===== config.mk =====
export PLATFORM = sky130hd
export DESIGN_NAME = pc_fetch
export DESIGN_NICKNAME = d
export VERILOG_FILES = /design/src/rtl/pc_fetch_pkg.sv /design/src/rtl/pc_fetch_pcl.sv /design/src/rtl/pc_fetch.sv
export SDC_FILE = /design/constraint.sdc
export NUM_CORES = 1
export LEC_CHECK = 0
export CORE_AREA = 5 5 43 82
export CTS_CLUSTER_DIAMETER = 60
export DETAILED_ROUTE_END_ITERATION = 12
export DIE_AREA = 0 0 48 87
export DONT_BUFFER_PORTS = 1
export PLACE_DENSITY_LB_ADDON = 0.12
export SYNTH_ARGS = -nofsm -noshare
export SYNTH_HDL_FRONTEND = slang
export SYNTH_HIERARCHICAL = 1
export SYNTH_SLANG_ARGS = --single-unit

===== constraint.sdc =====
create_clock -name i_clk -period 5 [get_ports i_clk]
set_input_delay 1 -clock i_clk [delete_from_list [all_inputs] [get_ports i_clk]]
set_output_delay 1 -clock i_clk [all_outputs]
set_load 0.01 [all_outputs]

===== src/rtl/pc_fetch_pkg.sv =====
// pc_fetch_pkg: shared state encoding and default reset-vector address
package pc_fetch_pkg;
  typedef enum logic [1:0] {ST_RST, ST_VEC_LO, ST_VEC_HI, ST_RUN} state_t;
  localparam logic [15:0] RESET_VECTOR_DEF = 16'hFFFC;
endpackage


===== src/rtl/pc_fetch_pcl.sv =====
// pcl: program-counter low byte with load, increment and carry-out
module pcl (
  input  logic       i_clk,
  input  logic       i_reset_n,
  input  logic       i_ld,
  input  logic [7:0] i_ld_val,
  input  logic       i_inc,
  output logic [7:0] o_pcl,
  output logic       o_carry
);
  always_ff @(posedge i_clk or negedge i_reset_n)
    if (!i_reset_n) o_pcl <= 8'h00;
    else if (i_ld) o_pcl <= i_ld_val;
    else if (i_inc) o_pcl <= o_pcl + 8'h01;
  assign o_carry = i_inc && o_pcl == 8'hFF;
endmodule


===== src/rtl/pc_fetch.sv =====
// pc_fetch: reset-vector load and PC sequencing with byte fetch
module pc_fetch
  import pc_fetch_pkg::*;
#(
  parameter logic [15:0] RESET_VECTOR = RESET_VECTOR_DEF
) (
  input  logic        i_clk,
  input  logic        i_reset_n,
  input  logic        i_rdy,
  input  logic [7:0]  i_data,
  input  logic        i_inc,
  input  logic        i_jump,
  input  logic [15:0] i_jump_addr,
  input  logic [7:0]  i_pch,
  output logic [15:0] o_addr,
  output logic [7:0]  o_pcl,
  output logic        o_pch_pch,
  output logic        o_adh_pch,
  output logic        o_pclc,
  output logic [7:0]  o_adh,
  output logic        o_fetch_valid,
  output logic [7:0]  o_fetch_data,
  output logic        o_running
);
  state_t     state, state_nxt;
  logic       ld, inc;
  logic [7:0] ld_val;
  always_ff @(posedge i_clk or negedge i_reset_n)
    if (!i_reset_n) state <= ST_RST;
    else state <= state_nxt;
  always_comb begin
    state_nxt = state;
    ld        = 1'b0;
    ld_val    = i_data;
    inc       = 1'b0;
    o_addr    = RESET_VECTOR;
    o_pch_pch = 1'b1;
    o_adh_pch = 1'b0;
    o_adh     = 8'h00;
    case (state)
      ST_RST: state_nxt = ST_VEC_LO;
      ST_VEC_LO: begin
        ld        = i_rdy;
        state_nxt = i_rdy ? ST_VEC_HI : ST_VEC_LO;
      end
      ST_VEC_HI: begin
        o_addr    = RESET_VECTOR + 16'd1;
        o_adh_pch = i_rdy;
        o_pch_pch = !i_rdy;
        o_adh     = i_rdy ? i_data : 8'h00;
        state_nxt = i_rdy ? ST_RUN : ST_VEC_HI;
      end
      ST_RUN: begin
        o_addr    = {i_pch, o_pcl};
        ld        = i_rdy && i_jump;
        ld_val    = i_jump_addr[7:0];
        inc       = i_rdy && !i_jump && i_inc;
        o_adh_pch = ld;
        o_pch_pch = !ld;
        o_adh     = ld ? i_jump_addr[15:8] : 8'h00;
      end
    endcase
  end
  pcl u_pcl (
    .i_clk     (i_clk),
    .i_reset_n (i_reset_n),
    .i_ld      (ld),
    .i_ld_val  (ld_val),
    .i_inc     (inc),
    .o_pcl     (o_pcl),
    .o_carry   (o_pclc)
  );
  always_ff @(posedge i_clk or negedge i_reset_n)
    if (!i_reset_n) begin
      o_fetch_valid <= 1'b0;
      o_fetch_data  <= 8'h00;
    end else begin
      o_fetch_valid <= inc;
      if (inc) o_fetch_data <= i_data;
    end
  assign o_running = state == ST_RUN;
endmodule


==> flow_summary.yaml <==
pwr:
  power_frac_seq_pct: 47.7
  power.density_nw_per_um2: 501.6
  switching_share_pct: 44.14
  p_leak_nw: 0.5518
  comb_power_share_pct: 36.3
  intPower_mw: 0.3839
  clock_power_share_pct: 15.9
  total_power_mw: 0.6873
  irDropWorstVdd_mv: 0.2707
  power.switching_mw: 0.3033
global_routing:
  grt_pass1_vias: 1081
  grt.overflow.total: 0
  grt_max_degree: 20
  antenna_found_initial: 0
  grt_pass1_wl_um: 5140
  grt_usage_pct: 17.08
route:
  vias: 1025
  drt_iter0_markers: 32
  dr.pass1.iters: 6
  viasPerCell: 6.101
  drc_errors: 0
  ant_nets: 0
  wl_um: 3378
  avgRoutedWirePerCell_um: 20.11
place:
  dp_hpwl_um: 2616
  io_buffers: 0
  gp_congestion: 0.7797
worst_setup_path:
  path_cells: "ha_1 -> nor2b_4 -> nand3_4 -> inv_1 -> nand4_4 -> nor3_1"
  crit_start: "state[1]"
  critical_path_depth: 6
  critPathCaptureType: "primary output"
  crit_buf_inv: 1
  start_kind: "flip-flop"
  required_ns: 4.00
  crit_family: "simple AND/OR/NAND/NOR gates"
  r2r_cells: 6
  path_class: "reg2out"
  slowest_stage: "ha_1"
  path_max_fanout: 11
  r2r-start: "state[1]"
  critPathArrivalTime_ns: 2.49
  slowest_delay_ns: 0.55
die:
  ios: 82
  die_w_um: 48
  die_h_um: 87
  start_util_pct: 46.52
  rows: 28
  coreArea_um2: 2873
  die-area_um2: 4176
timing:
  fmax_ghz: 0.2861
  finalSetupViolations: 0
  whs_ns: 0.4212
  slew_violations: 0
  max_slew_margin_pct: 35.81
  worst_slew_pin_slew_ns: 0.9592
  rsz0062_at_grt: "no"
  tns_ns: 0
  clock_skew_ns: 0.009525
  hold_violations: 0
  layout_min_cycle_time_ns: 3.495
  period_share_pct: 69.90
layout:
  nets: 182
  fillCellCount: 286
  area_growth_pct: 2.528
  antenna_cells: 0
  layout-drive-gt1-share_pct: 16.67
logic_synthesis:
  synth_area_per_cell_um2: 9.345
  ys_seq_area_share_pct: 35.58
  async_flop_share_pct: 100.0
  ys.warnings.count: 6
  syn_area_um2: 1336
  syn_nets: 186
  synth-main-ff-cell: "dfrtp_1"
  synth_cell_types: 31
  ys_seq_elements: 19
  syn_inst: 143
  synth_edf_count: 0
clock_tree:
  htreeDepth: 1
  clock_sinks: 19
  cts_root_buffer: "clkbuf_8"
  cts_setup_buffers: 0
  cts_resized: 0
  insertion_delay_ns: 0.26
  ctsHoldBuffers: 0
  cts_made_buffers: 3
  clk_pin_slew_worst_paths_ns: 0.08
  cts_buffer_depth: 2
  cts_tree: "done"
run_status:
  status: "completed"
hold_path:
  hold_path_class: "in2async"
job:
  cap_violations: 0
-- layout make-up --
type | instances | area, µm² | area share, %
Multi-Input combinational cell | 111 | 795.8 | 58.08
Inverter | 4 | 15.01 | 1.096
Tap cell | 30 | 37.54 | 2.740
Clock buffer | 3 | 41.29 | 3.014
Clock inverter | 1 | 5.005 | 0.3653
Sequential cell | 19 | 475.5 | 34.70
-- metal layers --
metal,wire length (µm),vias up,global-route usage [%]
met5,0,-,0
met4,51,0,6.618
met3,405,5,4.348
met2,1709,67,28.23
met1,1212,464,20.05
li1,-,489,-
-- sequential cells by signal (all words and copies together), names as in the netlist --
signal / flops
u_pcl/o_pcl: 8
state: 2
o_fetch_data: 8
o_fetch_valid: 1
-- through the flow --
step	setup WS [ns]	util, %	instance area (µm²)	cells
4_1_cts	1.455	47.69	1370	168
3_5_place_dp	1.727	46.08	1324	164
3_3_place_gp	1.813	46.08	1324	164
2_1_floorplan	2.081	-	1336	143
6_report	1.505	47.69	1370	168
5_1_grt	1.286	47.69	1370	168
-- kinds of logic (layout without fill, tap and decap cells) --
logic type	after synthesis	count (layout)	synth area share (%)
compound gates	25	25	11.42
buf+inv	13	8	4.868
fa+ha+maj	6	6	5.618
flops	19	19	35.58
simple gates	59	59	25.65
xor+xnor	4	4	2.622
mux	17	17	14.23
-- power by group through the flow --
stage | Combinational, mW | Clock [mW] | Sequential, mW
finish | 0.250 | 0.109 | 0.328
global route | 0.285 | 0.118 | 0.343
CTS | 0.254 | 0.111 | 0.331
detailed placement | 0.252 | 0 | 0.334
global placement | 0.248 | 0 | 0.332
floorplan | 0.221 | 0 | 0.307
-- worst reg2reg max path, cell delays in order (launching register included) --
cell and delay, ns:
dfrtp_1 0.44, ha_1 0.42, and2_1 0.42, a21oi_1 0.12
nor2_1 0.75, or4_1 0.24, nand3_1 0.07
-- final timing paths --
check	endpoint	slack, ns
worst max-delay path	o_pclc	1.51
worst min-delay path	u_pcl/o_pcl[5]	0.42
worst max register to register	u_pcl/o_pcl[7]	2.44
worst min register to register	o_fetch_data[7]	0.59
max in group asynchronous	o_fetch_data[0]	4.49
min in group i_clk	o_fetch_data[7]	0.59
-- placed cells by master (no fill, tap or decap), types with 2 or more instances in the layout --
cell type / n
or2b_1: 2
nand4_1: 3
mux2_2: 16
xor2_1: 3
inv_1: 4
nand2b_1: 12
o21ai_0: 10
nor2b_1: 3
and2_1: 3
dfrtp_1: 19
clkbuf_8: 3
a21oi_1: 4
a22oi_1: 8
nor2_1: 9
ha_1: 6
nand3_1: 3
nand2_1: 16
or4_1: 3
-- cell usage after synthesis (all sizes together), types with 2 or more instances --
| library cell | number | share of area (%) |
|---|---|---|
| a21oi | 4 | 1.5 |
| a22oi | 8 | 4.5 |
| and2 | 3 | 1.4 |
| buf | 4 | 2.3 |
| clkbuf | 5 | 1.4 |
| dfrtp | 19 | 36 |
| ha | 6 | 5.6 |
| inv | 4 | 1.1 |
| mux2 | 16 | 13 |
| nand2 | 16 | 4.5 |
| nand2b | 12 | 5.6 |
| nand3 | 4 | 2.4 |
| nand4 | 4 | 3.0 |
| nor2 | 9 | 2.5 |
| nor2b | 4 | 2.4 |
| o21ai | 10 | 3.7 |
| or2b | 2 | 1.1 |
| or4 | 3 | 1.7 |
| xor2 | 3 | 2.0 |
No activity file was read; power rests on OpenSTA's default activity.
